--- config.mk ---
export PLATFORM = sky130hd
export DESIGN_NAME = sincronizador_debounce
export DESIGN_NICKNAME = d
export VERILOG_FILES = /design/src/rtl/sincronizador_pkg.sv /design/src/rtl/sincronizador_debounce_ch.sv /design/src/rtl/sincronizador_debounce.sv
export SDC_FILE = /design/constraint.sdc
export NUM_CORES = 1
export LEC_CHECK = 0
export ABC_AREA = 1
export BUFFER_PORTS_ARGS = -buffer_cell sky130_fd_sc_hd__buf_2
export CAP_MARGIN = 30
export CORE_UTILIZATION = 50
export DETAILED_ROUTE_END_ITERATION = 16
export PLACE_DENSITY = 0.67
export SKIP_LAST_GASP = 1
export SLEW_MARGIN = 20
export SYNTH_ARGS = -nofsm -noshare
export SYNTH_HDL_FRONTEND = slang
export SYNTH_SLANG_ARGS = --single-unit
--- constraint.sdc ---
create_clock -name clk_i -period 2 [get_ports clk_i]
set_clock_uncertainty 0.1 [all_clocks]
set_input_delay 0.3 -clock clk_i [delete_from_list [all_inputs] [get_ports clk_i]]
set_output_delay 0.3 -clock clk_i [all_outputs]
set_load 0.1 [all_outputs]
--- src/rtl/sincronizador_pkg.sv ---
// Shared types and 100 MHz defaults for the multi-channel
// button synchroniser / debouncer.
package sincronizador_pkg;

  typedef enum logic [1:0] {
    EDGE_RISE = 2'd0,
    EDGE_FALL = 2'd1,
    EDGE_BOTH = 2'd2
  } edge_mode_e;

  // 1 ms debounce and 0.5 s long press at 100 MHz
  localparam int DEF_SYNC_STAGES     = 2;
  localparam int DEF_DEBOUNCE_CYCLES = 100000;
  localparam int DEF_LONG_CYCLES     = 50000000;

endpackage

--- src/rtl/sincronizador_debounce_ch.sv ---
// One channel: sync chain, stability counter, long-press
// counter and registered edge flags.
module debounce_ch
  import sincronizador_pkg::*;
#(
  parameter int   SYNC_STAGES     = DEF_SYNC_STAGES,
  parameter int   DEBOUNCE_CYCLES = DEF_DEBOUNCE_CYCLES,
  parameter int   LONG_CYCLES     = DEF_LONG_CYCLES,
  parameter logic INVERT          = 1'b0
) (
  input  logic clk,
  input  logic rst_n,
  input  logic button,
  output logic level,
  output logic rise,
  output logic fall,
  output logic long_p,
  output logic rise_d,
  output logic fall_d
);

  localparam int CW = $clog2(DEBOUNCE_CYCLES + 1);
  localparam int HW = $clog2(LONG_CYCLES + 1);

  logic [SYNC_STAGES-1:0] sync;
  logic [CW-1:0]          cnt;
  logic [HW-1:0]          hcnt;
  logic                   s;
  logic                   done;

  assign s      = sync[SYNC_STAGES-1];
  assign done   = (s != level) &&
                  (cnt == CW'(DEBOUNCE_CYCLES - 1));
  assign rise_d = done & s;
  assign fall_d = done & ~s;

  always_ff @(posedge clk or negedge rst_n) begin
    if (!rst_n) begin
      sync   <= '0;
      cnt    <= '0;
      hcnt   <= '0;
      level  <= 1'b0;
      rise   <= 1'b0;
      fall   <= 1'b0;
      long_p <= 1'b0;
    end else begin
      sync   <= {sync[SYNC_STAGES-2:0], button ^ INVERT};
      rise   <= rise_d;
      fall   <= fall_d;
      long_p <= 1'b0;

      if (s == level) begin
        cnt <= '0;
      end else if (done) begin
        level <= s;
        cnt   <= '0;
      end else begin
        cnt <= cnt + 1'b1;
      end

      // A release landing on the final count wins over long press
      if (!level || fall_d) begin
        hcnt <= '0;
      end else if (hcnt == HW'(LONG_CYCLES - 1)) begin
        long_p <= 1'b1;
        hcnt   <= HW'(LONG_CYCLES);
      end else if (hcnt < HW'(LONG_CYCLES - 1)) begin
        hcnt <= hcnt + 1'b1;
      end
    end
  end

endmodule

--- src/rtl/sincronizador_debounce.sv ---
// N_CH independent debounced button channels with edge,
// combined-edge and long-press pulses.
module sincronizador_debounce
  import sincronizador_pkg::*;
#(
  parameter int              N_CH            = 4,
  parameter int              SYNC_STAGES     = DEF_SYNC_STAGES,
  parameter int              DEBOUNCE_CYCLES = DEF_DEBOUNCE_CYCLES,
  parameter int              LONG_CYCLES     = DEF_LONG_CYCLES,
  parameter int              EDGE_MODE       = 0,
  parameter logic [N_CH-1:0] INVERT          = '0
) (
  input  logic            clk_i,
  input  logic            rst_n_i,
  input  logic [N_CH-1:0] button_i,
  output logic [N_CH-1:0] level_o,
  output logic [N_CH-1:0] rise_o,
  output logic [N_CH-1:0] fall_o,
  output logic [N_CH-1:0] pulse_o,
  output logic [N_CH-1:0] long_o
);

  if (SYNC_STAGES < 2 || SYNC_STAGES > 4) begin : g_bad_sync
    $error("SYNC_STAGES must be 2..4");
  end
  if (DEBOUNCE_CYCLES < 1) begin : g_bad_deb
    $error("DEBOUNCE_CYCLES must be >= 1");
  end
  if (LONG_CYCLES <= DEBOUNCE_CYCLES) begin : g_bad_long
    $error("LONG_CYCLES must exceed DEBOUNCE_CYCLES");
  end
  if (EDGE_MODE < 0 || EDGE_MODE > 2) begin : g_bad_mode
    $error("EDGE_MODE must be 0, 1 or 2");
  end

  logic [N_CH-1:0] rise_d;
  logic [N_CH-1:0] fall_d;
  logic [N_CH-1:0] pulse_d;

  for (genvar c = 0; c < N_CH; c++) begin : g_ch
    debounce_ch #(
      .SYNC_STAGES    (SYNC_STAGES),
      .DEBOUNCE_CYCLES(DEBOUNCE_CYCLES),
      .LONG_CYCLES    (LONG_CYCLES),
      .INVERT         (INVERT[c])
    ) u_ch (
      .clk   (clk_i),
      .rst_n (rst_n_i),
      .button(button_i[c]),
      .level (level_o[c]),
      .rise  (rise_o[c]),
      .fall  (fall_o[c]),
      .long_p(long_o[c]),
      .rise_d(rise_d[c]),
      .fall_d(fall_d[c])
    );
  end

  // Mux the next-state flags so pulse_o lines up with rise/fall
  if (EDGE_MODE == int'(EDGE_FALL)) begin : g_fall
    assign pulse_d = fall_d;
  end else if (EDGE_MODE == int'(EDGE_BOTH)) begin : g_both
    assign pulse_d = rise_d | fall_d;
  end else begin : g_rise
    assign pulse_d = rise_d;
  end

  always_ff @(posedge clk_i or negedge rst_n_i) begin
    if (!rst_n_i) begin
      pulse_o <= '0;
    end else begin
      pulse_o <= pulse_d;
    end
  end

endmodule

==> results of run 1 <==
-- stage by stage --
step	hold WS (ns)	TNS, ns	std cells	instance area (um^2)	util [%]
5_1_grt	0.259	-0.0169	2224	14100	57.8
6_report	0.257	0	2224	14100	57.8
3_5_place_dp	0.165	-2.66	2172	13200	54.2
4_1_cts	0.257	0	2211	13800	56.9
3_3_place_gp	0.166	-1.02	2172	13200	54.2
2_1_floorplan	-0.0956	0	1800	12400	-
-- layer usage --
| metal | track usage (%) | vias to the layer above | part of all wire, % |
|---|---|---|---|
| met2 | 39.4 | 234 | 48 |
| met1 | 31.3 | 5296 | 47 |
| met4 | 7.21 | 0 | 1.4 |
| li1 | - | 5844 | - |
| met5 | 0 | - | 0 |
| met3 | 2.81 | 42 | 3.4 |
-- path summary, 6_finish.rpt --
check                                       end  slack [ns]  cells after the start
setup / recovery           g_ch[2].u_ch.hcnt[3]         0.1                      9
hold / removal              g_ch[2].u_ch.cnt[9]        0.26                      2
setup reg to reg           g_ch[2].u_ch.hcnt[3]         0.1                      9
hold reg to reg            g_ch[0].u_ch.sync[1]        0.26                      0
max in group asynchronous  g_ch[2].u_ch.hcnt[9]        0.93                      3
min in group clk_i         g_ch[0].u_ch.sync[1]        0.26                      0
-- worst reg2reg max path: stages (launching register included) --
cell,delay [ns]
sky130_fd_sc_hd__dfrtp_1,0.41
sky130_fd_sc_hd__ha_1,0.20
sky130_fd_sc_hd__nand2_1,0.11
sky130_fd_sc_hd__nor2_2,0.21
sky130_fd_sc_hd__nand3_1,0.12
sky130_fd_sc_hd__nor2_1,0.18
sky130_fd_sc_hd__nand2_1,0.14
sky130_fd_sc_hd__nand2_2,0.19
sky130_fd_sc_hd__nand3_1,0.10
sky130_fd_sc_hd__nand2_1,0.07
-- sequential cells by signal, summed over array words and instances, names as in the netlist --
signal            cells
g_ch.u_ch.cnt        68
g_ch.u_ch.fall        4
g_ch.u_ch.hcnt      104
g_ch.u_ch.level       4
g_ch.u_ch.long_p      4
g_ch.u_ch.sync        8
pulse_o               4
-- cell families after synthesis --
logic type	after synthesis	share of synthesized area, %
and+or+nand+nor	1193	41.8
DFF	196	39.6
AOI/OAI and AO/OA	92	4.02
buffers and inverters	242	8.88
xor gates and xnor gates	69	4.88
adders and majority gates	8	0.808
-- power groups by stage --
stage          clock, mW  sequential, mW  combinational (mW)
2_1_floorplan          0            4.08              0.0650
3_3_place_gp           0            4.08               0.193
5_1_grt             3.74            4.01               0.235
6_report            3.50            4.01               0.198
3_5_place_dp           0            4.09               0.198
4_1_cts             3.57            4.01               0.206
-- Yosys cell counts (12+ instances only) --
| master | instances |
|---|---|
| sky130_fd_sc_hd__inv_2 | 12 |
| sky130_fd_sc_hd__nand4_1 | 19 |
| sky130_fd_sc_hd__nand2_1 | 555 |
| sky130_fd_sc_hd__buf_4 | 31 |
| sky130_fd_sc_hd__nor2_1 | 299 |
| sky130_fd_sc_hd__o21ai_0 | 27 |
| sky130_fd_sc_hd__buf_2 | 13 |
| sky130_fd_sc_hd__xor2_1 | 47 |
| sky130_fd_sc_hd__nand3_1 | 212 |
| sky130_fd_sc_hd__a21oi_1 | 45 |
| sky130_fd_sc_hd__inv_1 | 178 |
| sky130_fd_sc_hd__xnor2_1 | 22 |
| sky130_fd_sc_hd__nor3_1 | 39 |
| sky130_fd_sc_hd__dfrtp_1 | 196 |
| sky130_fd_sc_hd__nor2_2 | 23 |
-- final cells by class --
type | instances | area share, %
multi-input cells | 1366 | 46.3
flip-flops and latches | 196 | 34.9
repair buffers | 116 | 6.61
inverters | 190 | 5.07
clock buffers | 18 | 3.05
well taps | 324 | 2.88
clock inverters | 14 | 1.18
-- what timing repair did --
item                       in CTS  in global routing
setup buffers                   0                 11
resized for setup               0                 28
hold buffers                    5                  0
setup endpoints to repair      35                102
hold endpoints to repair       44                  0
gates cloned                    2                  2
pin swaps                       2                  7
==> out/results.ini, run 1 <==
[global_routing]
grt_remaining_overflow = 0
first_global_vias = 10800
antenna_found_initial = 0
grt_pass1_wl_um = 49700
grt_util_all_layers_pct = 23.3
grt_start_max_net_pins = 49

[die]
design.portCount = 26
initial_core_util_pct = 51.0
dieArea_um2 = 25400
fp-row-count = 57
core_um2 = 24300
die_h_um = 159
dieWidth_um = 159

[run]
drv_cap = 0

[timing]
timing.slew.headroom_pct = 65.6
timing.final.setup_violations = 0
setup_slack_of_the_critical_path_after_layout_ns = 0.0965
final_min_period_over_clock_period_pct = 95.2
report.final.slew_viol_count = 0
worst_pin_slew_ns = 0.520
report.final.hold_viol_count = 0
fmax_mhz = 525
fin_crit_ns = 1.90
rsz_0062_raised_after_global_routing = true

[setup_path]
crit_type = flip-flop to flip-flop
arrival_ns = 2.17
cp-start-kind = flip-flop
setup.worst_path.start = g_ch[2].u_ch.hcnt[1]
path_max_fanout = 8
cpLargestDelayFamily = simple AND/OR/NAND/NOR gates
worst_r2r_startpoint = g_ch[2].u_ch.hcnt[1]
required_ns = 2.27
worstPathBufferInverterCount = 0
cp_slowest_stage_delay_ns = 0.41
cp_slowest_cell = sky130_fd_sc_hd__dfrtp_1
crit_path_frequent_cell = sky130_fd_sc_hd__nand2_1
crit_chain = ha_1, nand2_1, nor2_2, nand3_1, nor2_1, nand2_1, nand2_2, nand3_1, nand2_1
timing.critical_path.to_type = flip-flop

[drt]
route.vias.total = 11400
totalWireLength_um = 28900
detail_route.drc_violations = 0
first_drt_iteration_drcs = 846
antenna_violating_nets_post_route = 0
vias_per_cell = 5.13
routed_wl_per_cell_um = 13.0
drt-pass1-iter-count = 6

[clock_network]
cts.path.max_buffers = 2
clk-insertion-delay-late_ns = 0.44
count_of_clock_tree_sinks = 196
path_clk_slew_ns = 0.08
tritoncts = done
cts-buffers-inserted = 17
cts.htree.levels = 4
clk_root_buffer_cell = sky130_fd_sc_hd__clkbuf_16

[logic_synthesis]
yosys.area.top_type_share_pct = 39.6
yosysWarnings = 0
synth_cells = 1800
synth.net_count = 1814
yosys_register_bits = 196
cell_types_occupying_the_most_area_after_synthesis = sky130_fd_sc_hd__dfrtp_1 (40%), sky130_fd_sc_hd__nand2_1 (17%), sky130_fd_sc_hd__nor2_1 (9.1%)
synth.lib_cells_used.distinct = 35
synth-edff-count = 0
synth_area_leader_cell = sky130_fd_sc_hd__dfrtp_1
seq_area_frac_synth_pct = 39.6
asyncSetResetFlopFracSynth_pct = 100
average_cell_area_after_synthesis_um2 = 6.89
synth_flop_cell = sky130_fd_sc_hd__dfrtp_1
mappedNetlistArea_um2 = 12400

[cells_and_area]
most-common-layout-cells = sky130_fd_sc_hd__nand2_1 (552), sky130_fd_sc_hd__nor2_1 (291), sky130_fd_sc_hd__nand3_1 (209)
leading_cell_type_in_the_layout_fill_and_taps_excluded = sky130_fd_sc_hd__nand2_1
layout.nets = 1901
flow.area_growth_from_synthesis_pct = 13.4
fillers = 2295
drive_above_1_share_pct = 11.9
register_area_um2 = 4900
multi_input_area_um2 = 6510
insertedDiodeCount = 0

[power]
power.sequential.fraction_pct = 52.0
power_per_cell_area_nw_per_um2 = 549
power.clock.fraction_pct = 45.4
worst_ir_drop_vdd_v = 0.000369
comb_power_share_pct = 2.6
p_leak_nw = 6.62
switching_power_mw = 1.78
internal_power_mw = 5.93
netSwitchingFraction_pct = 23.0
post-layout-total-power_mw = 7.71

[placement]
buffer_ports.inserted = 25
dp_hpwl_um = 20700
place_worst_setup_slack_ns = -0.139
gp_congestion = 0.958

[status]
outcome = completed

[min_path]
worst_hold_path_type = input port to asynchronous set/reset pin

(Power assumes the default switching activity.)
==> run 2, diff against run 1 <==
HOLD_SLACK_MARGIN = 0.05   (was default)
clock period = 2.3 ns   (was 2 ns; I/O delays follow)
==> run 2 against run 1 <==
Non-clock buffer count is 63 lower. Highest routed layer unchanged. Register-to-register slack improved by 0.14 ns. Cell area shrank 4.7%.
==> out/results.ini, run 2 (synthesis results as in run 1) <==
[setup_path]
cp_slowest_cell = sky130_fd_sc_hd__dfrtp_1
timing.critical_path.to_type = flip-flop
arrival_ns = 2.30
crit_type = flip-flop to flip-flop
cp-start-kind = flip-flop
worstSetupPathDepth = 9
cp_slowest_stage_delay_ns = 0.40
setup.worst_path.start = g_ch[1].u_ch.cnt[0]
worst_r2r_startpoint = g_ch[1].u_ch.cnt[0]
crit_path_frequent_cell = sky130_fd_sc_hd__nand2_1
required_ns = 2.54
worstPathBufferInverterCount = 0
rr_worst_depth = 9
path_max_fanout = 20
cpLargestDelayFamily = simple AND/OR/NAND/NOR gates
crit_chain = ha_1, nand3_1, nor2_1, nand3_2, nand2_2, nor2_4, nand2_4, nand2_1, nand2_1

[die]
fp-row-count = 57
dieArea_um2 = 25400
initial_core_util_pct = 51.0
design.portCount = 26
die_h_um = 159
dieWidth_um = 159
core_um2 = 24300

[cells_and_area]
largest_register_ff_count = 104
register_area_um2 = 4900
insertedDiodeCount = 0
drive_above_1_share_pct = 7.86
fillers = 2347
flow.area_growth_from_synthesis_pct = 8.06
finish.cell_count_without_fillers = 2157
layout.nets = 1834
reg.largest.list = g_ch.u_ch.hcnt x104, g_ch.u_ch.cnt x68, g_ch.u_ch.sync x8
most-common-layout-cells = sky130_fd_sc_hd__nand2_1 (555), sky130_fd_sc_hd__nor2_1 (299), sky130_fd_sc_hd__nand3_1 (212)
multi_input_area_um2 = 6390
leading_cell_type_in_the_layout_fill_and_taps_excluded = sky130_fd_sc_hd__nand2_1
registers.top_by_ff_count = g_ch.u_ch.hcnt

[clock_network]
clk-insertion-delay-late_ns = 0.44
path_clk_slew_ns = 0.08
cts.htree.levels = 4
count_of_clock_tree_sinks = 196
clk_root_buffer_cell = sky130_fd_sc_hd__clkbuf_16
cts.repair.resized = 0
tritoncts = done
cts.path.max_buffers = 2
cts-buffers-inserted = 17

[timing]
report.final.hold_viol_count = 0
timing.slew.headroom_pct = 65.1
fin_crit_ns = 2.06
rsz_0062_raised_after_global_routing = false
report.final.slew_viol_count = 0
timing.final.setup_violations = 0
setup_total_negative_slack_ns = 0
fin_hold_ws_ns = 0.268
final_min_period_over_clock_period_pct = 89.8
worst_pin_slew_ns = 0.527
fmax_mhz = 484

[global_routing]
antenna_found_initial = 0
grt_start_max_net_pins = 49
first_global_vias = 10200
grt_remaining_overflow = 0
grt_util_all_layers_pct = 21.9
grt_pass1_wl_um = 47000

[min_path]
hold_depth = 0
timing.hold.worst.start = g_ch[3].u_ch.sync[0]
worst_hold_path_type = flip-flop to flip-flop

[drt]
vias_per_cell = 5.11
drt-pass1-iter-count = 5
totalWireLength_um = 27000
detail_route.drc_violations = 0
first_drt_iteration_drcs = 607
route.vias.total = 11000
routed_wl_per_cell_um = 12.5
antenna_violating_nets_post_route = 0

[run]
drv_cap = 0

[placement]
gp_congestion = 0.912
dp_hpwl_um = 19700
place_inst = 2120
buffer_ports.inserted = 25

[status]
outcome = completed

[power]
worst_ir_drop_vdd_v = 0.000374
p_leak_nw = 6.28
power_per_cell_area_nw_per_um2 = 497

==> run 2: cell count changes in the layout (fill, tap and decap cells not counted), moves of 4 or more <==
cell                     previous run  this run
sky130_fd_sc_hd__buf_12             7         3
sky130_fd_sc_hd__buf_4             75        20
sky130_fd_sc_hd__nor2_1           291       299
sky130_fd_sc_hd__nor2_2            29        23
sky130_fd_sc_hd__nor2_4             9         4
==> run 2: cell type report <==
| cell class | instances | area share, % |
|---|---|---|
| clock buffers | 18 | 3.20 |
| clock inverters | 14 | 1.19 |
| inverters | 190 | 5.32 |
| multi-input cells | 1362 | 47.7 |
| flip-flops and latches | 196 | 36.6 |
| well taps | 324 | 3.03 |
| repair buffers | 53 | 2.94 |
==> run 2: repair_timing <==
item,CTS,global route
setup buffers,0,0
endpoints found under the hold margin,47,0
setup endpoints to repair,0,0
hold buffers,5,0
==> run 2: worst paths after layout <==
path / slack, ns / end
worst max-delay path: 0.24 / g_ch[1].u_ch.hcnt[17]
worst min-delay path: 0.27 / g_ch[3].u_ch.sync[1]
worst max register to register: 0.24 / g_ch[1].u_ch.hcnt[17]
worst min register to register: 0.27 / g_ch[3].u_ch.sync[1]
max in group asynchronous: 1.16 / g_ch[0].u_ch.hcnt[10]
min in group asynchronous: 0.30 / g_ch[2].u_ch.cnt[16]
==> run 2: per-layer routing <==
| metal | global-route usage, % | vias to the layer above | part of all wire, % |
|---|---|---|---|
| li1 | - | 5706 | - |
| met1 | 29.8 | 5102 | 49 |
| met2 | 36.7 | 182 | 46 |
| met3 | 3.00 | 38 | 3.2 |
| met4 | 5.94 | 0 | 1.6 |
| met5 | 0 | - | 0 |
==> run 2: where the power goes <==
group | leakage (nW) | switching (mW) | internal [mW]
clock network | 0.283 | 1.46 | 1.55
registers | 2.71 | 0.0172 | 3.47
logic | 3.28 | 0.116 | 0.0491
==> run 2: worst reg2reg max path, delay by kind of cell (launching register included) <==
family | cells | cell delay (ns)
DFF | 1 | 0.40
adders and majority gates | 1 | 0.23
and+or+nand+nor | 8 | 1.26
==> run 2: through the flow <==
step / power, mW / setup slack [ns] / utilization, % / area [um^2]
after floorplan: 3.61 / 0.619 / - / 12400
after CTS: 6.76 / 0.229 / 55.1 / 13400
after global routing: 6.91 / 0.0823 / 55.1 / 13400
after global placement: 3.71 / 0.317 / 52.5 / 12800
after detailed placement: 3.72 / 0.235 / 52.5 / 12800
final: 6.66 / 0.236 / 55.1 / 13400
==> run 3, diff against run 2 <==
BUFFER_PORTS_ARGS = default   (was -buffer_cell sky130_fd_sc_hd__buf_2)
DONT_BUFFER_PORTS = 1   (was default)
PLACE_DENSITY = 0.66   (was 0.67)
RECOVER_POWER = 50   (was default)
REMOVE_ABC_BUFFERS = 1   (was default)
==> run 3 against run 2 <==
The run now ends with hold timing left. Fmax decreased by 0.73%. Clock-buffer cell count increased by 2. Via count decreased by 1.1%. Largest cell class unchanged.
==> out/results.ini, run 3 (synthesis results as in run 1) <==
[placement]
gp_congestion = 0.914
place_inst = 2103
dp_hpwl_um = 19000
buffer_ports.inserted = 0

[drt]
first_drt_iteration_drcs = 860
totalWireLength_um = 27400
drt-pass1-iter-count = 5
route.vias.total = 10900
routed_wl_per_cell_um = 12.8
antenna_violating_nets_post_route = 0
detail_route.drc_violations = 0
vias_per_cell = 5.09

[cells_and_area]
most-common-layout-cells = sky130_fd_sc_hd__nand2_1 (555), sky130_fd_sc_hd__nor2_1 (299), sky130_fd_sc_hd__nand3_1 (212)
registers.top_by_ff_count = g_ch.u_ch.hcnt
insertedDiodeCount = 0
leading_cell_type_in_the_layout_fill_and_taps_excluded = sky130_fd_sc_hd__nand2_1
largest_register_ff_count = 104
flow.area_growth_from_synthesis_pct = 7.39
drive_above_1_share_pct = 7.42
fillers = 2360
finish.cell_count_without_fillers = 2143
layout.nets = 1820
reg.largest.list = g_ch.u_ch.hcnt x104, g_ch.u_ch.cnt x68, g_ch.u_ch.sync x8

[setup_path]
timing.critical_path.to_type = flip-flop
arrival_ns = 2.30
worst_r2r_startpoint = g_ch[2].u_ch.hcnt[1]
cp-start-kind = flip-flop
crit_type = flip-flop to flip-flop
path_max_fanout = 14
capture_point_of_the_worst_reg_to_reg_path = g_ch[2].u_ch.hcnt[24]
reg2reg_slack_ns = 0.22
required_ns = 2.52
rr_worst_depth = 10

[timing]
final_min_period_over_clock_period_pct = 90.4
fin_crit_ns = 2.08
fmax_mhz = 481
rsz_0062_raised_after_global_routing = false
report.final.hold_viol_count = 196
fin_hold_ws_ns = -0.507
worst_pin_slew_ns = 0.628
timing.slew.headroom_pct = 58.1
setup_total_negative_slack_ns = 0
timing.final.setup_violations = 0
report.final.slew_viol_count = 0

[min_path]
worst_hold_path_type = input port to asynchronous set/reset pin

[status]
failed_checks = hold timing
outcome = finished with violations

[power]
worst_ir_drop_vdd_v = 0.000345
internal_power_mw = 4.98
power.sequential.fraction_pct = 53.8
switching_power_mw = 1.49
power.clock.fraction_pct = 44.9
comb_power_share_pct = 1.2
netSwitchingFraction_pct = 23.0
p_leak_nw = 6.17
power_per_cell_area_nw_per_um2 = 486

[clock_network]
cts.path.max_buffers = 2
cts.repair.resized = 0
clk_root_buffer_cell = sky130_fd_sc_hd__clkbuf_16
cts_hold_buffers = 4
count_of_clock_tree_sinks = 196
tritoncts = done
path_clk_slew_ns = 0.08
clk-insertion-delay-late_ns = 0.44
cts.htree.levels = 4
cts-buffers-inserted = 17

[global_routing]
grt_pass1_wl_um = 48400
antenna_found_initial = 0
first_global_vias = 10400
grt_start_max_net_pins = 197
grt_remaining_overflow = 0
grt_util_all_layers_pct = 22.4

[die]
fp-row-count = 57
core_um2 = 24300
die_h_um = 159
design.portCount = 26
dieWidth_um = 159
dieArea_um2 = 25400
initial_core_util_pct = 51.0

[run]
drv_cap = 0

-- run 3: changes by cell type in the layout (fill, tap and decap cells not counted), sizes merged --
cell and delta:
dlygate4sd3 -1, bufinv -1, buf -14, nor2 +2
inv -3, clkbuf +1, clkinvlp -1, clkinv +3
-- run 3: worst max path at each step --
stage	start	depth (start not counted)	end	slack, ns
3_3_place_gp	g_ch[1].u_ch.cnt[0]	9	g_ch[1].u_ch.hcnt[3]	0.12
4_1_cts	g_ch[3].u_ch.hcnt[0]	11	g_ch[3].u_ch.hcnt[19]	0.04
5_1_grt	g_ch[2].u_ch.hcnt[1]	10	g_ch[2].u_ch.hcnt[2]	0.002
3_5_place_dp	g_ch[3].u_ch.hcnt[0]	11	g_ch[3].u_ch.hcnt[22]	0.07
6_report	g_ch[2].u_ch.hcnt[1]	10	g_ch[2].u_ch.hcnt[24]	0.22
2_1_floorplan	g_ch[1].u_ch.level	9	g_ch[1].u_ch.hcnt[17]	-0.30
-- run 3: power groups by stage --
stage	Clock [mW]	Sequential, mW	Combinational, mW
after floorplan	0	3.55	0.0565
after global placement	0	3.55	0.0721
after detailed placement	0	3.55	0.0744
after CTS	3.00	3.48	0.0804
after global routing	3.14	3.49	0.0925
final	2.91	3.48	0.0800
-- run 3: layout make-up --
cell class	instances	area [um^2]	share of cell area [%]
Timing Repair Buffer	37	313	2.35
Inverter	190	713	5.36
Clock buffer	20	457	3.43
Tap cell	324	405	3.05
Clock inverter	12	111	0.837
Sequential cell	196	4910	36.9
Multi-Input combinational cell	1364	6400	48.1
-- run 3: stage by stage --
step           setup WS, ns  power, mW  util (%)  cell area (um^2)
2_1_floorplan        -0.301       3.61         -             12000
3_3_place_gp          0.124       3.62      52.1             12700
3_5_place_dp         0.0729       3.63      52.1             12700
4_1_cts              0.0403       6.57      54.6             13300
5_1_grt             0.00218       6.72      54.7             13300
6_report              0.220       6.47      54.7             13300
-- run 3: repair_timing --
item	4_1_cts	5_1_grt
endpoints found under the hold margin	200	196
endpoints found under the setup margin	0	36
buffers inserted	0	2
-- run 3: per-layer routing --
metal  up-vias  track usage, %  wire [um]
met5         -               0          0
met1      5022            31.5      13500
met4         0            6.47        306
li1       5676               -          -
met2       189            36.5      12800
met3        25            2.71        835
-- run 3: critical path, cell delays in order (launching register included) --
cell                      delay [ns]
sky130_fd_sc_hd__dfrtp_1        0.40
sky130_fd_sc_hd__ha_1           0.20
sky130_fd_sc_hd__nand2_1        0.10
sky130_fd_sc_hd__nor2_1         0.15
sky130_fd_sc_hd__nand2_1        0.09
sky130_fd_sc_hd__nand2_1        0.07
sky130_fd_sc_hd__nand3_1        0.12
sky130_fd_sc_hd__nand3_2        0.28
sky130_fd_sc_hd__nand2_1        0.27
sky130_fd_sc_hd__nand3_1        0.13
sky130_fd_sc_hd__nand2_1        0.06
